===== src/rtl/seq_shift_unit_pkg.sv =====
// Shared ALU definitions for the shift/rotate unit: opcodes, flag positions,
// FSM states and a constant clog2 helper.
package seq_shift_unit_pkg;

    localparam logic [2:0] OP_LSL = 3'b000;
    localparam logic [2:0] OP_LSR = 3'b001;
    localparam logic [2:0] OP_ASR = 3'b010;
    localparam logic [2:0] OP_ROL = 3'b011;
    localparam logic [2:0] OP_ROR = 3'b100;

    localparam int FLAG_V = 3;
    localparam int FLAG_C = 2;
    localparam int FLAG_N = 1;
    localparam int FLAG_Z = 0;

    typedef enum logic [1:0] {
        IDLE = 2'd0,
        RUN  = 2'd1,
        DONE = 2'd2
    } state_e;

    function automatic int clog2(input int value);
        int r;
        r = 0;
        for (int i = 0; i < 31; i++) begin
            if ((1 << i) < value) r = i + 1;
        end
        return r;
    endfunction

endpackage


===== src/rtl/seq_shift_unit_shift_step.sv =====
// Combinational slice of the shifter: moves a value by 0..STEP positions and
// reports the last bit out plus any LSL sign change seen along the way.
module shift_step
    import seq_shift_unit_pkg::*;
#(
    parameter int W    = 16,
    parameter int STEP = 1,
    parameter int AW   = clog2(STEP) + 1
) (
    input  logic [W-1:0]  value,
    input  logic [2:0]    mode,
    input  logic [AW-1:0] amount,
    input  logic          orig_msb,
    output logic [W-1:0]  shifted,
    output logic          carry,
    output logic          overflow
);

    // Unrolled chain of single-bit moves so V sees every intermediate MSB.
    always_comb begin
        shifted  = value;
        carry    = 1'b0;
        overflow = 1'b0;
        for (int i = 0; i < STEP; i++) begin
            if (AW'(i) < amount) begin
                case (mode)
                    OP_LSL: begin
                        carry    = shifted[W-1];
                        shifted  = {shifted[W-2:0], 1'b0};
                        overflow = overflow | (shifted[W-1] != orig_msb);
                    end
                    OP_LSR: begin
                        carry   = shifted[0];
                        shifted = {1'b0, shifted[W-1:1]};
                    end
                    OP_ASR: begin
                        carry   = shifted[0];
                        shifted = {shifted[W-1], shifted[W-1:1]};
                    end
                    OP_ROL: begin
                        shifted = {shifted[W-2:0], shifted[W-1]};
                        carry   = shifted[0];
                    end
                    OP_ROR: begin
                        shifted = {shifted[0], shifted[W-1:1]};
                        carry   = shifted[W-1];
                    end
                    default: ;
                endcase
            end
        end
    end

endmodule


===== src/rtl/seq_shift_unit.sv =====
// Multi-cycle shift/rotate unit: decodes the signed amount on start, then walks
// the operand STEP positions per cycle and registers result/flags on completion.
module seq_shift_unit
    import seq_shift_unit_pkg::*;
#(
    parameter int W    = 16,
    parameter int STEP = 1
) (
    input  logic         clk,
    input  logic         rst_n,
    input  logic         start,
    input  logic [2:0]   shift_op,
    input  logic [W-1:0] operandA,
    input  logic [W-1:0] operandB,
    output logic [W-1:0] result,
    output logic [3:0]   flags,
    output logic         busy,
    output logic         done
);

    localparam int LW = clog2(W);
    localparam int CW = LW + 1;
    localparam int AW = clog2(STEP) + 1;

    state_e         state;
    logic [W-1:0]   work;
    logic [2:0]     mode;
    logic [CW-1:0]  cnt;
    logic           orig_msb;
    logic           v_acc;

    logic [W-1:0]   mag;
    logic [2:0]     eff_mode;
    logic [CW-1:0]  cnt_init;
    logic [AW-1:0]  step_amt;
    logic [CW-1:0]  cnt_next;
    logic [W-1:0]   step_val;
    logic           step_c;
    logic           step_v;

    function automatic logic [3:0] make_flags(input logic [W-1:0] value,
                                              input logic c, input logic v);
        logic [3:0] f;
        f         = '0;
        f[FLAG_V] = v;
        f[FLAG_C] = c;
        f[FLAG_N] = value[W-1];
        f[FLAG_Z] = (value == '0);
        return f;
    endfunction

    // A negative amount flips direction; ASR has no right-to-left twin, so it becomes LSL.
    always_comb begin
        mag      = operandB[W-1] ? -operandB : operandB;
        eff_mode = shift_op;
        if (operandB[W-1]) begin
            case (shift_op)
                OP_LSL:  eff_mode = OP_LSR;
                OP_LSR:  eff_mode = OP_LSL;
                OP_ASR:  eff_mode = OP_LSL;
                OP_ROL:  eff_mode = OP_ROR;
                OP_ROR:  eff_mode = OP_ROL;
                default: eff_mode = shift_op;
            endcase
        end
        case (eff_mode)
            OP_LSL, OP_LSR, OP_ASR: cnt_init = (mag >= W'(W)) ? CW'(W) : mag[CW-1:0];
            OP_ROL, OP_ROR:         cnt_init = {1'b0, mag[LW-1:0]};
            default:                cnt_init = '0;
        endcase
    end

    always_comb begin
        step_amt = (cnt > CW'(STEP)) ? AW'(STEP) : AW'(cnt);
        cnt_next = cnt - CW'(step_amt);
    end

    shift_step #(
        .W    (W),
        .STEP (STEP)
    ) u_step (
        .value    (work),
        .mode     (mode),
        .amount   (step_amt),
        .orig_msb (orig_msb),
        .shifted  (step_val),
        .carry    (step_c),
        .overflow (step_v)
    );

    always_ff @(posedge clk) begin
        if (!rst_n) begin
            state    <= IDLE;
            work     <= '0;
            mode     <= OP_LSL;
            cnt      <= '0;
            orig_msb <= 1'b0;
            v_acc    <= 1'b0;
            result   <= '0;
            flags    <= '0;
            busy     <= 1'b0;
            done     <= 1'b0;
        end else begin
            case (state)
                IDLE: begin
                    done <= 1'b0;
                    if (start) begin
                        work     <= operandA;
                        mode     <= eff_mode;
                        cnt      <= cnt_init;
                        orig_msb <= operandA[W-1];
                        v_acc    <= 1'b0;
                        busy     <= 1'b1;
                        if (cnt_init == '0) begin
                            result <= operandA;
                            flags  <= make_flags(operandA, 1'b0, 1'b0);
                            done   <= 1'b1;
                            state  <= DONE;
                        end else begin
                            state  <= RUN;
                        end
                    end
                end
                RUN: begin
                    work  <= step_val;
                    cnt   <= cnt_next;
                    v_acc <= v_acc | step_v;
                    if (cnt_next == '0) begin
                        result <= step_val;
                        flags  <= make_flags(step_val, step_c, v_acc | step_v);
                        done   <= 1'b1;
                        state  <= DONE;
                    end
                end
                DONE: begin
                    done  <= 1'b0;
                    busy  <= 1'b0;
                    state <= IDLE;
                end
                default: begin
                    done  <= 1'b0;
                    busy  <= 1'b0;
                    state <= IDLE;
                end
            endcase
        end
    end

endmodule


===== config.mk =====
export PLATFORM = sky130hd
export DESIGN_NAME = seq_shift_unit
export DESIGN_NICKNAME = d
export VERILOG_FILES = /design/src/rtl/seq_shift_unit_pkg.sv /design/src/rtl/seq_shift_unit_shift_step.sv /design/src/rtl/seq_shift_unit.sv
export SDC_FILE = /design/constraint.sdc
export NUM_CORES = 1
export LEC_CHECK = 0
export ABC_AREA = 1
export BUFFER_PORTS_ARGS = -buffer_cell sky130_fd_sc_hd__buf_2
export CAP_MARGIN = 20
export CORE_MARGIN = 2
export CORE_UTILIZATION = 38
export CTS_CLUSTER_SIZE = 14
export DETAILED_ROUTE_END_ITERATION = 16
export GPL_TIMING_DRIVEN = 0
export PLACE_DENSITY = 0.69
export RECOVER_POWER = 50
export SYNTH_ARGS = -nofsm -noshare
export SYNTH_HDL_FRONTEND = slang
export SYNTH_HIERARCHICAL = 1
export SYNTH_SLANG_ARGS = --single-unit

===== constraint.sdc =====
create_clock -name clk -period 5.95 [get_ports clk]
set_input_delay 0.2975 -clock clk [delete_from_list [all_inputs] [get_ports clk]]
set_output_delay 0.2975 -clock clk [all_outputs]
set_load 0.02 [all_outputs]

**Word-level counts from Yosys, hierarchy flattened**

Cells that the tools add are included.

- Register bits after elaboration: 50
- Output and inout port bits: 22
- Logic and storage cells: 89
- Bits of input ports: 38

- Add/subtract/negate cells: 2
- Multiplexer cells: 36
- Equality and inequality tests: 17
- Reductions and logical operators: 19
- Bitwise gates (word level): 2
- $lt $le $gt $ge: 3

Operators with widths:

| operator | number |
|---|---|
| 2-to-1 mux 16 bit | 6 |
| case mux 16 bit (5 select lines) | 1 |
| case mux 16 bit (2 select lines) | 2 |
| logical NOT 16 bit | 2 |
| case mux 5 bit (2 select lines) | 2 |
| == test 3 x 2 -> 1 bit, second input constant | 6 |
| >= comparator 16 x 5 -> 1 bit, second input constant | 1 |
| negator 16 bit | 1 |
| 2-to-1 mux 4 bit | 3 |
| case mux 3 bit (4 select lines) | 1 |
| logical NOT 5 bit | 2 |
| 2-to-1 mux 5 bit | 2 |
| == test 3 x 1 -> 1 bit, second input constant | 3 |
| == test 3 bit, second input constant | 3 |
| logical NOT 3 bit | 3 |
| 2-to-1 mux 1 bit | 9 |
| case mux 1 bit (2 select lines) | 4 |
| case mux 4 bit (2 select lines) | 1 |
| AND reduction 2 bit | 4 |
| 2-to-1 mux 2 bit | 3 |
| inequality test 2 bit, second input constant | 3 |
| OR reduction 2 bit | 3 |
| OR reduction 3 bit | 2 |
| > comparator 5 x 1 -> 1 bit, second input constant | 1 |
| other kinds (11) | 11 |

**Logic depth before layout (Yosys ltp)**

- Depth in word-level cells: 11
- Mapped depth: 21
- Gate-level depth less buffers: 20

**Modules after synthesis**

Netlist, hierarchy kept.

By module, submodules not included:

| module | instances | cells an instance | sequential area each (sq um) | area each (sq um) |
|---|---|---|---|---|
| seq_shift_unit | 1 | 423 | 980.9 | 2798.9 |
| shift_step | 1 | 132 | 0.0 | 594.3 |

**Least setup slack after synthesis**

OpenSTA, ideal clock, no wires.

- Kind: register -> register
- Start point: reg cnt[2]
- End point: reg result[0]
- Slack: 3789 ps
- Required time: 5835 ps
- Clock period less this slack: 2161 ps
- Arrival: 2046 ps
- Library setup time: 115 ps
- Path buffers: 1
- Stages on the path, launching flop included: 15
- Path through: dfxtp_1 -> nor2_1 -> nand2_1 -> inv_1 -> nor2_1 -> ha_1 -> xnor2_1 -> nand2_1 -> nor2_1 -> o21ai_0 -> nor2_1 -> buf_2 -> nand3_1 -> nand2_1 -> nor2_1

- Word-level cells in the longest chain between the ends: 6
- Elaborated cells between the ends (all ways): 10
- Those cells by class: add/sub: 1; order compare: 2; eq/ne: 1; mux: 4; reduce/logical: 2

Ends and longest elaborated chain:

| what | line | source |
|---|---|---|
| start, declared | seq_shift_unit.sv:28 | `logic [CW-1:0] cnt;` |
| start signal, assigned | seq_shift_unit.sv:110 | `cnt <= cnt_init;` |
| start signal, assigned | seq_shift_unit.sv:126 | `cnt <= cnt_next;` |
| > comparator 5 x 1 -> 1 bit | seq_shift_unit.sv:74 | `step_amt = (cnt > CW'(STEP)) ? AW'(STEP) : AW'(cnt);` |
| 2-to-1 mux 1 bit | seq_shift_unit.sv:74 |  |
| subtractor 5 x 1 -> 5 bit or less-than comparator 1 bit (tied branches) | seq_shift_unit.sv:75, seq_shift_unit_shift_step.sv:25 |  |
| logical NOT 5 bit or 2-to-1 mux 16 bit (tied branches) | seq_shift_unit.sv:128, seq_shift_unit_shift_step.sv:25 |  |
| inequality test 2 bit (no source line) or 2-to-1 mux 16 bit (tied branches) | - |  |
| AND reduction 4 bit (no source line) or case mux 16 bit (2 select lines) (tied branches) | - |  |
| end signal, assigned | seq_shift_unit.sv:115 | `result <= operandA;` |
| end signal, assigned | seq_shift_unit.sv:129 | `result <= step_val;` |
| end, declared | seq_shift_unit.sv:15 | `output logic [W-1:0] result,` |

Parallel ways exist; a longest one is shown, timed or not. The select of a mux whose other input is x is not followed.
A chain may end at the register's enable or synchronous reset.

**Worst setup path after layout**

- Start point: reg state[0]
- End point: reg result[2]

- Word-level cells in the longest chain between the ends: 3
- Elaborated cells between the ends (all ways): 8
- Those cells by class: eq/ne: 4; mux: 1; reduce/logical: 3

Ends and longest elaborated chain:

| what | line | source |
|---|---|---|
| start, declared | seq_shift_unit.sv:25 | `state_e state;` |
| start signal, assigned | seq_shift_unit.sv:93 | `state <= IDLE;` |
| start signal, assigned | seq_shift_unit.sv:118 | `state <= DONE;` |
| start signal, assigned | seq_shift_unit.sv:120 | `state <= RUN;` |
| == test 2 x 1 -> 1 bit or logical NOT 2 bit (tied branches) | seq_shift_unit.sv:104 | `case (state)` |
| inequality test 2 bit (no source line) or nonzero test 2 bit (tied branches) | - |  |
| AND reduction 4 bit (no source line) | - |  |

Parallel ways exist; a longest one is shown, timed or not.

==> impl_summary.txt <==
----------------------------------------------------
[Power]
  Leak Pwr ... 1.77 nW
  Overall power consumption ... 1.47 mW
  Max IR drop VDD ... 126 uV
  Power per unit of standard cell area ... 379 mW/mm2

[GRT]
  Global route hottest layer ... met2
  Wire length of the first global-routing pass ... 15.8 mm
  Largest net degree at the start of global routing ... 18
  Tot GR Track Use ... 19.6%
  Met2 Resource Use GR ... 33.8%
  Met3 demand-to-capacity share in global routing ... 3.05%
  Vias in the first global route ... 3,580
  Gr ovfl total ... 0
  Initial antenna violation count ... 0
  M1 GR Usage ... 24.7%

[Logic synthesis]
  Yosys Warn Count ... 6
  Gate count after technology mapping ... 555
  Count of distinct cell types in the synthesized netlist ... 33
  Synthesized area ... 0.00339 mm2
  Synth Net Count ... 596
  Seq cells post-synth ... 49
  Mean post-synth cell area ... 6.11 um2
  Post-synthesis sequential area ratio ... 28.9%

[Floorplanning]
  Horizontal die dimension ... 98.5 um
  Initial standard-cell utilization of the core ... 39.1%
  DIE AREA ... 0.00970 mm2
  Count of pins on the block boundary ... 60
  Core area ... 0.00868 mm2
  Rows ... 34
  Die Y-Extent ... 98.5 um

[STA]
  Final setup violation count ... 0
  Number of hold violations in the final report ... 0
  Final period utilization ... 45.1%
  Setup repair after global routing missed its margin ... no
  Final hold slack ... 0.239 ns
  Final worst clock skew ... 0.00894 ns
  Setup TNS after final layout ... 0 ns
  Min cycle time layout ... 2.69 ns
  Number of max-slew violations in the final report ... 0
  Peak clock frequency supported by timing ... 0.372 GHz
  Worst Tran Pin Value ... 0.670 ns
  Max-Slew Margin vs Limit ... 55.3%

[Place]
  Port Buffers ... 59
  Detailed placement HPWL ... 7.25 mm
  Placed cell area ... 0.00382 mm2
  Final RePlAce weighted congestion ... 0.885

[Clocking]
  Clock transition at path regs ... 0.10 ns
  Cts bufs inserted ... 5
  Number of hold-repair buffers added at the cts stage ... 0
  TritonCTS clock tree ... built
  Longest Clk Path Bufs ... 2
  Worst-skew pair later-pin latency ... 0.32 ns
  Library cell used as clock root buffer ... sky130_fd_sc_hd__clkbuf_8
  Post-CTS Setup Repair Bufs ... 0
  H-Tree Level Count ... 2
  TritonCTS sink count ... 49
  Resized Gates After CTS ... 0

[Layout]
  Synthesis-to-layout area growth ... 14.5%
  Fin util ... 44.8%
  Commonest cells after routing, fill and taps aside ... sky130_fd_sc_hd__nand2_1 (129), sky130_fd_sc_hd__nor2_1 (101), sky130_fd_sc_hd__a21oi_1 (53)
  Commonest non-fill, non-tap cell in the layout ... sky130_fd_sc_hd__nand2_1
  Fraction of final layout cells sized beyond drive strength 1 ... 14.8%
  Nets ... 662
  Post-route cell area ... 0.00388 mm2
  Number of diodes added for antenna fixing ... 0

[Routing]
  Iter 0 DRT Violations ... 185
  Via count of the routed design ... 3,760
  Routed len/inst ... 13.0 um
  Post-route DRC ... 0
  Post-route ant nets ... 0
  Pre-Repair DR Iteration Count ... 4
  Ratio of routed vias to standard cells ... 5.15
  DRT Wirelength ... 9.48 mm

[Worst setup path]
  Critical path start-end classification ... register to register
  Worst setup path startpoint ... state[0]
  Required time reported for the critical path endpoint ... 6.18 ns
  Launch point of the worst reg-to-reg path ... state[0]
  Data arrival time at the worst-slack endpoint ... 2.91 ns
  Highest fanout seen on the critical path ... 10
  Logic depth of the worst register-to-register path ... 9
  Kind of end point of the critical path ... register
  Type of element launching the critical path ... register

[Worst hold path]
  Cell count of the worst hold path ... 3
  Hold Path Class ... primary input to register
  Launch point of the worst hold path ... rst_n

[Status]
  Outcome ... complete, no violations

[Flow run]
  Max capacitance violation total ... 0

----------------------------------------------------
==> worst paths after layout <==
path	end	slack [ns]
hold / removal	v_acc	0.24
setup reg to reg	result[2]	3.26
hold reg to reg	done	0.47
setup / recovery	result[2]	3.26
==> report_power, final <==
part           switching [mW]  total, mW  internal (mW)
clock network           0.128      0.213         0.0852
registers              0.0595      0.461          0.401
logic                   0.521      0.799          0.279
==> area by class of cell <==
class / instances / area, um2
Fill cell: 947 / 4790
Buffer: 26 / 159
Inverter: 55 / 206
Clock buffer: 5 / 68.8
Timing Repair Buffer: 59 / 268
Sequential cell: 49 / 981
Clock inverter: 3 / 25.0
Tap cell: 108 / 135
Multi-Input combinational cell: 425 / 2040
==> worst max-delay path, stage by stage, from the launching register on <==
cell and delay, ns:
sky130_fd_sc_hd__dfxtp_1 0.41, sky130_fd_sc_hd__inv_1 0.06, sky130_fd_sc_hd__nor2_1 0.15, sky130_fd_sc_hd__clkbuf_1 0.54, sky130_fd_sc_hd__nor2_1 0.35, sky130_fd_sc_hd__nor2_1 0.56, sky130_fd_sc_hd__buf_2 0.31, sky130_fd_sc_hd__nand3_1 0.09
sky130_fd_sc_hd__nand2_1 0.09, sky130_fd_sc_hd__nor2_1 0.04
==> sequential cells by signal, indices dropped and copies added, names as in the netlist <==
register  cells
work         16
result       15
cnt           5
flags         4
mode          3
state         2
busy          1
done          1
orig_msb      1
v_acc         1
==> cells by family (layout without fill, tap and decap cells) <==
kind of cell / Yosys count / after routing / share of synthesized area, %
buffers and inverters: 81 / 148 / 10.8
and+or+nand+nor: 305 / 305 / 38.9
adders and majority gates: 3 / 3 / 1.11
DFF: 49 / 49 / 28.9
xor gates and xnor gates: 4 / 4 / 1.03
muxes: 12 / 12 / 3.54
AOI/OAI and AO/OA: 101 / 101 / 15.7
==> metal layers <==
layer | routed length (um) | vias to the layer above
li1 | - | 1923
met2 | 4400 | 126
met1 | 4290 | 1690
met5 | 0 | -
met3 | 586 | 21
met4 | 214 | 0
==> cell usage after synthesis (all sizes together) <==
cell type | count | area [um2]
nor4 | 6 | 37.5
o21bai | 2 | 18.8
or2 | 2 | 12.5
dfxtp | 49 | 981
inv | 53 | 199
ha | 3 | 37.5
nand2 | 135 | 532
nor3 | 3 | 15.0
o21ai | 38 | 190
nand3 | 37 | 205
clkbuf | 7 | 26.3
a211oi | 2 | 15.0
a21oi | 53 | 265
buf | 19 | 134
xnor2 | 4 | 35.0
mux2i | 12 | 120
nor2 | 115 | 472
o211ai | 4 | 30.0
a31oi | 2 | 12.5
nand3b | 3 | 22.5
clkinv | 2 | 7.51
nand4 | 4 | 25.0
==> through the flow <==
step	std cells	worst slack, ns
2_1_floorplan	555	3.79
3_3_place_gp	722	3.46
3_5_place_dp	722	3.41
4_1_cts	730	3.37
5_1_grt	730	2.99
6_report	730	3.26
Power figures use the tool's default switching activity.
